===== config.mk =====
export PLATFORM = sky130hd
export DESIGN_NAME = cnn_train_sequencer_flat
export DESIGN_NICKNAME = d
export VERILOG_FILES = /design/src/rtl/cnn_train_sequencer_if.sv /design/src/rtl/cnn_train_sequencer.sv /design/src/flat_wrapper.sv
export SDC_FILE = /design/constraint.sdc
export NUM_CORES = 1
export LEC_CHECK = 0
export ABC_CLOCK_PERIOD_IN_PS = 4000
export CAP_MARGIN = 20
export CORE_ASPECT_RATIO = 0.5
export CORE_MARGIN = 2
export CORE_UTILIZATION = 45
export DETAILED_ROUTE_END_ITERATION = 7
export DONT_BUFFER_PORTS = 1
export GPL_ROUTABILITY_DRIVEN = 0
export SLEW_MARGIN = 10
export SYNTH_ARGS = -nofsm -noshare
export SYNTH_HDL_FRONTEND = slang
export SYNTH_SLANG_ARGS = --single-unit
export TNS_END_PERCENT = 10

===== constraint.sdc =====
create_clock -name clk -period 4 [get_ports clk]
set_clock_uncertainty 0.2 [all_clocks]
set_input_delay 0.4 -clock clk [delete_from_list [all_inputs] [get_ports clk]]
set_output_delay 0.4 -clock clk [all_outputs]
set_load 0.02 [all_outputs]

===== src/rtl/cnn_train_sequencer_if.sv =====
// Sample handshake between the upstream sample source and the training sequencer.
// sample_load is the datapath capture-enable, visible to both sides.
interface cnn_train_sequencer_if;
    logic sample_valid;
    logic sample_ready;
    logic sample_load;

    modport master (
        output sample_valid,
        input  sample_ready,
        input  sample_load
    );

    modport slave (
        input  sample_valid,
        output sample_ready,
        output sample_load
    );
endinterface


===== src/rtl/cnn_train_sequencer.sv =====
// Training sequencer: LFSR-driven parameter init, then per-sample accept/settle/commit.
// All outputs except sample_load are registered alongside the state.
module cnn_train_sequencer #(
    parameter int unsigned CHANNELS      = 10,
    parameter int unsigned FCL_INPUT_DIM = 4,
    parameter int unsigned SETTLE_CYCLES = 4,
    parameter int unsigned CNT_WIDTH     = 16,
    localparam int unsigned CONV_IDX_W   = $clog2(CHANNELS) + 1,
    localparam int unsigned FCL_IDX_W    = $clog2(FCL_INPUT_DIM + 1) + 1
) (
    input  logic                       clk,
    input  logic                       reset,
    input  logic                       start,
    input  logic [CNT_WIDTH-1:0]       num_samples,
    cnn_train_sequencer_if.slave       smp,
    output logic                       init_conv_we,
    output logic [CONV_IDX_W-1:0]      init_conv_idx,
    output logic                       init_fcl_we,
    output logic [FCL_IDX_W-1:0]       init_fcl_idx,
    output logic                       update_en,
    output logic                       busy,
    output logic                       done,
    output logic [CNT_WIDTH-1:0]       samples_done
);

    localparam int unsigned SETTLE_W = (SETTLE_CYCLES > 1) ? $clog2(SETTLE_CYCLES) : 1;

    typedef enum logic [2:0] {
        StIdle,
        StLfsrWarm,
        StConvInit,
        StFclInit,
        StWaitSample,
        StSettle,
        StUpdate,
        StDone
    } state_e;

    state_e                state_q;
    logic [CNT_WIDTH-1:0]  num_samples_q;
    logic [SETTLE_W-1:0]   settle_cnt_q;
    logic                  sample_ready_q;
    logic [CNT_WIDTH-1:0]  samples_done_inc;

    assign samples_done_inc = samples_done + CNT_WIDTH'(1);
    assign smp.sample_ready = sample_ready_q;
    assign smp.sample_load  = smp.sample_valid & sample_ready_q;
    assign busy             = (state_q != StIdle);

    // Each transition also loads the output registers for the state being entered.
    always_ff @(posedge clk or negedge reset) begin
        if (!reset) begin
            state_q        <= StIdle;
            num_samples_q  <= '0;
            settle_cnt_q   <= '0;
            sample_ready_q <= 1'b0;
            init_conv_we   <= 1'b0;
            init_conv_idx  <= '0;
            init_fcl_we    <= 1'b0;
            init_fcl_idx   <= '0;
            update_en      <= 1'b0;
            done           <= 1'b0;
            samples_done   <= '0;
        end else begin
            init_conv_we   <= 1'b0;
            init_fcl_we    <= 1'b0;
            sample_ready_q <= 1'b0;
            update_en      <= 1'b0;
            done           <= 1'b0;
            unique case (state_q)
                StIdle: begin
                    if (start) begin
                        state_q       <= StLfsrWarm;
                        num_samples_q <= num_samples;
                        samples_done  <= '0;
                        init_conv_idx <= '0;
                        init_fcl_idx  <= '0;
                    end
                end
                StLfsrWarm: begin
                    state_q       <= StConvInit;
                    init_conv_we  <= 1'b1;
                    init_conv_idx <= '0;
                end
                StConvInit: begin
                    if (init_conv_idx == CONV_IDX_W'(CHANNELS - 1)) begin
                        state_q       <= StFclInit;
                        init_conv_idx <= '0;
                        init_fcl_we   <= 1'b1;
                        init_fcl_idx  <= '0;
                    end else begin
                        init_conv_we  <= 1'b1;
                        init_conv_idx <= init_conv_idx + CONV_IDX_W'(1);
                    end
                end
                StFclInit: begin
                    if (init_fcl_idx == FCL_IDX_W'(FCL_INPUT_DIM)) begin
                        init_fcl_idx <= '0;
                        if (num_samples_q == '0) begin
                            state_q <= StDone;
                            done    <= 1'b1;
                        end else begin
                            state_q        <= StWaitSample;
                            sample_ready_q <= 1'b1;
                        end
                    end else begin
                        init_fcl_we  <= 1'b1;
                        init_fcl_idx <= init_fcl_idx + FCL_IDX_W'(1);
                    end
                end
                StWaitSample: begin
                    if (smp.sample_valid) begin
                        state_q      <= StSettle;
                        settle_cnt_q <= SETTLE_W'(SETTLE_CYCLES - 1);
                    end else begin
                        sample_ready_q <= 1'b1;
                    end
                end
                StSettle: begin
                    if (settle_cnt_q == '0) begin
                        state_q   <= StUpdate;
                        update_en <= 1'b1;
                    end else begin
                        settle_cnt_q <= settle_cnt_q - SETTLE_W'(1);
                    end
                end
                StUpdate: begin
                    samples_done <= samples_done_inc;
                    if (samples_done_inc == num_samples_q) begin
                        state_q <= StDone;
                        done    <= 1'b1;
                    end else begin
                        state_q        <= StWaitSample;
                        sample_ready_q <= 1'b1;
                    end
                end
                StDone: begin
                    state_q <= StIdle;
                end
                default: begin
                    state_q <= StIdle;
                end
            endcase
        end
    end

endmodule


===== src/flat_wrapper.sv =====
// flat-port wrapper written by rule: the top's interface ports become plain ports
module cnn_train_sequencer_flat 
#(
    parameter int unsigned CHANNELS      = 10,
    parameter int unsigned FCL_INPUT_DIM = 4,
    parameter int unsigned SETTLE_CYCLES = 4,
    parameter int unsigned CNT_WIDTH     = 16,
    localparam int unsigned CONV_IDX_W   = $clog2(CHANNELS) + 1,
    localparam int unsigned FCL_IDX_W    = $clog2(FCL_INPUT_DIM + 1) + 1
)
  (clk, reset, start, num_samples, init_conv_we, init_conv_idx, init_fcl_we, init_fcl_idx, update_en, busy, done, samples_done, smp_sample_valid, smp_sample_ready, smp_sample_load);
  cnn_train_sequencer_if smp_i ();
  input  logic clk;
  input  logic reset;
  input  logic start;
  input  logic [CNT_WIDTH-1:0] num_samples;
  output logic init_conv_we;
  output logic [CONV_IDX_W-1:0] init_conv_idx;
  output logic init_fcl_we;
  output logic [FCL_IDX_W-1:0] init_fcl_idx;
  output logic update_en;
  output logic busy;
  output logic done;
  output logic [CNT_WIDTH-1:0] samples_done;
  input wire logic [$bits(smp_i.sample_valid)-1:0] smp_sample_valid;
  output wire logic [$bits(smp_i.sample_ready)-1:0] smp_sample_ready;
  output wire logic [$bits(smp_i.sample_load)-1:0] smp_sample_load;
  assign smp_i.sample_valid = smp_sample_valid;
  assign smp_sample_ready = smp_i.sample_ready;
  assign smp_sample_load = smp_i.sample_load;
  cnn_train_sequencer #(.CHANNELS(CHANNELS), .FCL_INPUT_DIM(FCL_INPUT_DIM), .SETTLE_CYCLES(SETTLE_CYCLES), .CNT_WIDTH(CNT_WIDTH)) u_core (.clk(clk), .reset(reset), .start(start), .num_samples(num_samples), .smp(smp_i), .init_conv_we(init_conv_we), .init_conv_idx(init_conv_idx), .init_fcl_we(init_fcl_we), .init_fcl_idx(init_fcl_idx), .update_en(update_en), .busy(busy), .done(done), .samples_done(samples_done));
endmodule

==> summary.md <==
The fraction of synthesized area in multiplexers works out to 6.02%. For flop-to-flop paths, the worst setup slack is 1120 ps. TritonCTS built the clock tree. The area used by multi-input combinational logic is 1590 um2, and the hold violation count in the final report is 0. At the placement stage, the worst setup path has a slack of 1130 ps.

The tools report the area after detailed placement as 3020 um2. Leaving out filler cells and counting taps, the final layout contains 397. The cell count after synthesis came out at 314.

Length of the first detailed-routing pass in iterations: 4. The global-route wire length before repair was 11700 um; the post-CTS setup buffer count was 0. The internal power of the cells totals 1.25 mW. The run finished with clean final reports.

The post-layout worst setup margin was 1120 ps. Number of global-route vias before repair: 2403. The later-pin clock latency in the skew report was 290 ps; the area growth from synthesis to layout was 6.98%. The first routing iteration left 206 violations. The xor/xnor cell area share of the yosys netlist is 6.14%. The detailed-route vias per instance was 5.99; the leftover overflow at the end of global routing was 0. The synthesized design contains 0 enable-type register cells. In this run the mean area of a mapped cell was 9.54 um2. Setup repair after global routing left no endpoint under its margin.

The final critical path takes up 71.9% of the cycle. The quantity of I/O buffers inserted on ports came out at 0. The final layout net count came out at 335. In this run the cell area of the synthesized design comes to 2990 um2.

For the final setup TNS, the log shows 0 ps. The worst path in the final design needs a cycle of 2880 ps, including I/O delays and setup. After Yosys synthesis, and, or, nand and nor cells account for 20.6% of the synthesized area. Along the worst path, the maximum fanout reaches 8. The register area share after synthesis came out at 42.6%.

The tools report the clock tree root buffer cell as clkbuf_16. Counting tap cells, the placed design contains a total of 388 instances. The maximum level of the CTS H-tree is 2. The overall routed net length is 6940 um. Clock-pin slew was measured on the worst setup and hold paths at 60 ps. The run gives 20 as the number of core rows. The path class of the lowest-slack min-delay path was in -> reg. The tools report the post-layout utilization of the core as 51.2%.

The headroom to the max-slew limit is 40.1%, and the overall die width is 119 um. The total power density per cell area is 653 nW/um2, and the routed length per placed instance is 17.5 um. After Yosys synthesis, full adders, half adders and majority gates account for 2.51% of the synthesized area. The tools report the net load switching power as 0.838 mW. After detailed routing, the number of remaining DRC violations is 0. The portion of total power attributed to the clock network was 20.0%. In this run, synthesis produced a sequential element count of 51. The combinational power share is 35.8%, and the area of the core is 6260 um2. Worst-case hold slack: 58.1 ps. The path type of the worst setup path is reg -> reg.

Timing would allow up to 347 MHz. The compound-gate portion of the synthesized area works out to 17.7%. The final instance area came out at 3200 um2. In this run the count of I/O pins placed on the die edge is 52. Clock tree synthesis found a total of 51 sinks. Kind of end point of the critical path: a flip-flop. Final-report max-slew violation count: 0. In the synthesized netlist the async set-or-reset flop fraction comes to 100%. By area, the combinational part of the netlist is dominated by simple AND/OR/NAND/NOR gates.

In the final layout, the share of cells above drive strength 1 is 11.0%. The global-route usage over all layers was 20.6%. The number of distinct standard cells referenced by the synthesized netlist is 54.

Net switching share of the total power: 40.1%. Summed over all nets, the half-perimeter wirelength after detailed placement is 5070 um. The routed layout has 2380 vias. Counting the fill cells in the layout gives 595.

The number of hold buffers added after cts came out at 2. The total nets after synthesis was 340; the number of CTS-inserted buffers was 5. The most instantiated flip-flop cell in the synthesis netlist was dfrtp_1. For the worst path arrival time, the log shows 2870 ps. For the worst setup path, the data required time is 4000 ps. Registers take 1280 um2.

Yosys printed 0 warnings. Post-CTS repair changed the size of 0 cells. The tools report the number of antenna diodes as 0. In this run, flip-flops and latches consume 44.2% of the power. Leakage power total: 1.31 nW. The floorplan step set the die height to 61.7 um. Setup violations remaining at the end of the flow were counted as 0.

For this configuration, the core starts out at a cell density of 47.9%. At the pin with the least slew margin, the transition time is 895 ps. The power consumption was 2.09 mW. Number of antenna violations at the first check in global routing: 0. The max-capacitance violation count was 0. The run gives 0 as the remaining antenna violation count after routing. The clock passes through at most 2 buffers. STA classifies the critical path startpoint as a flip-flop.

The total die area was 7360 um2. The worst voltage drop across the vdd grid came out at 0.000339 V. The largest net degree at the start of global routing was 52.
cells in the final DEF (no fill, tap or decap), drive strengths merged, types with 2 or more instances in the layout:
| cell | synthesis | routed |
|---|---|---|
| a211oi | 3 | 3 |
| a21oi | 12 | 12 |
| a22o | 2 | 2 |
| a31oi | 4 | 4 |
| and2 | 3 | 3 |
| and3 | 4 | 4 |
| clkbuf | 7 | 6 |
| dfrtp | 51 | 51 |
| ha | 6 | 6 |
| inv | 13 | 13 |
| mux2 | 16 | 16 |
| nand2 | 29 | 29 |
| nand3 | 13 | 13 |
| nand3b | 3 | 3 |
| nand4 | 7 | 7 |
| nand4bb | 2 | 2 |
| nor2 | 21 | 21 |
| nor2b | 5 | 5 |
| nor3 | 4 | 4 |
| nor4 | 8 | 8 |
| o21ai | 39 | 39 |
| o22ai | 2 | 2 |
| o31ai | 6 | 6 |
| o41ai | 6 | 6 |
| or3 | 2 | 2 |
| xnor2 | 15 | 15 |
| xor2 | 6 | 6 |
power by group through the flow:
| stage | registers, mW | logic (mW) | clock network [mW] |
|---|---|---|---|
| final | 0.924 | 0.749 | 0.419 |
| after global routing | 0.950 | 0.852 | 0.448 |
| after floorplan | 0.830 | 0.667 | 0 |
| after global placement | 0.922 | 0.711 | 0 |
| after CTS | 0.920 | 0.753 | 0.432 |
| after detailed placement | 0.929 | 0.735 | 0 |
layout make-up:
| class | count | share of cell area, % |
|---|---|---|
| clock buffer | 6 | 4.34 |
| clock inverter | 1 | 0.156 |
| inverter | 13 | 1.52 |
| multi-input combinational | 236 | 49.5 |
| sequential | 51 | 39.8 |
| tap | 88 | 3.44 |
| timing repair buffer | 2 | 1.17 |
registers in the layout, summed over array words and instances (netlist names):
signal                   cells
u_core.init_conv_we          1
u_core.settle_cnt_q          2
u_core.init_conv_idx         5
u_core.done                  1
u_core.smp.sample_ready      1
u_core.samples_done         16
u_core.update_en             1
u_core.init_fcl_idx          4
u_core.state_q               3
u_core.num_samples_q        16
u_core.init_fcl_we           1
final timing paths:
kind,endpoint,cells past startpoint,start
worst max-delay path,u_core.state_q[0],7,u_core.samples_done[0]
worst min-delay path,u_core.num_samples_q[4],1,num_samples[4]
worst max register to register,u_core.state_q[0],7,u_core.samples_done[0]
worst min register to register,u_core.settle_cnt_q[1],2,u_core.settle_cnt_q[1]
max in group asynchronous,u_core.num_samples_q[8],2,reset
min in group asynchronous,u_core.init_conv_idx[4],2,reset
logic make-up after synthesis:
group,after synthesis
flip-flops,51
multiplexers,16
buffers and inverters,27
adder cells (fa/ha/maj),6
XOR/XNOR,21
AND/OR/NAND/NOR,108
AO/OA/AOI/OAI,85
cell usage after synthesis, types with 4 or more instances:
cell type  instances  area (um2)
xnor2_1           15         131
inv_1             13        48.8
xor2_1             6        52.6
nor3_1             4        20.0
nor2b_1            5        31.3
o21ai_0           39         195
ha_1               6        75.1
mux2_2            16         180
nand2_1           29         109
nor4_1             7        43.8
o41ai_1            5        43.8
o31ai_1            6        45.0
dfrtp_1           51        1280
a21oi_1           12        60.1
nand3_1           12        60.1
clkbuf_1           7        26.3
a31oi_1            4        25.0
nor2_1            21        78.8
nand4_1            6        37.5
worst max-delay path, cell delays in order, from the launching register on:
cell       delay, ps
dfrtp_1          610
ha_1             360
nand2_1          200
xnor2_1          220
a32oi_1           80
or4_4            550
nand4bb_4        260
o41ai_2          310
routing by layer:
layer	vias to the layer above	track usage, %	wire [um]
met1	1148	27.2	3290
met5	-	0	0
met4	0	6.05	85
met3	11	7.50	639
li1	1139	-	-
met2	82	32.7	2920
No activity file was read; power rests on OpenSTA's default activity.
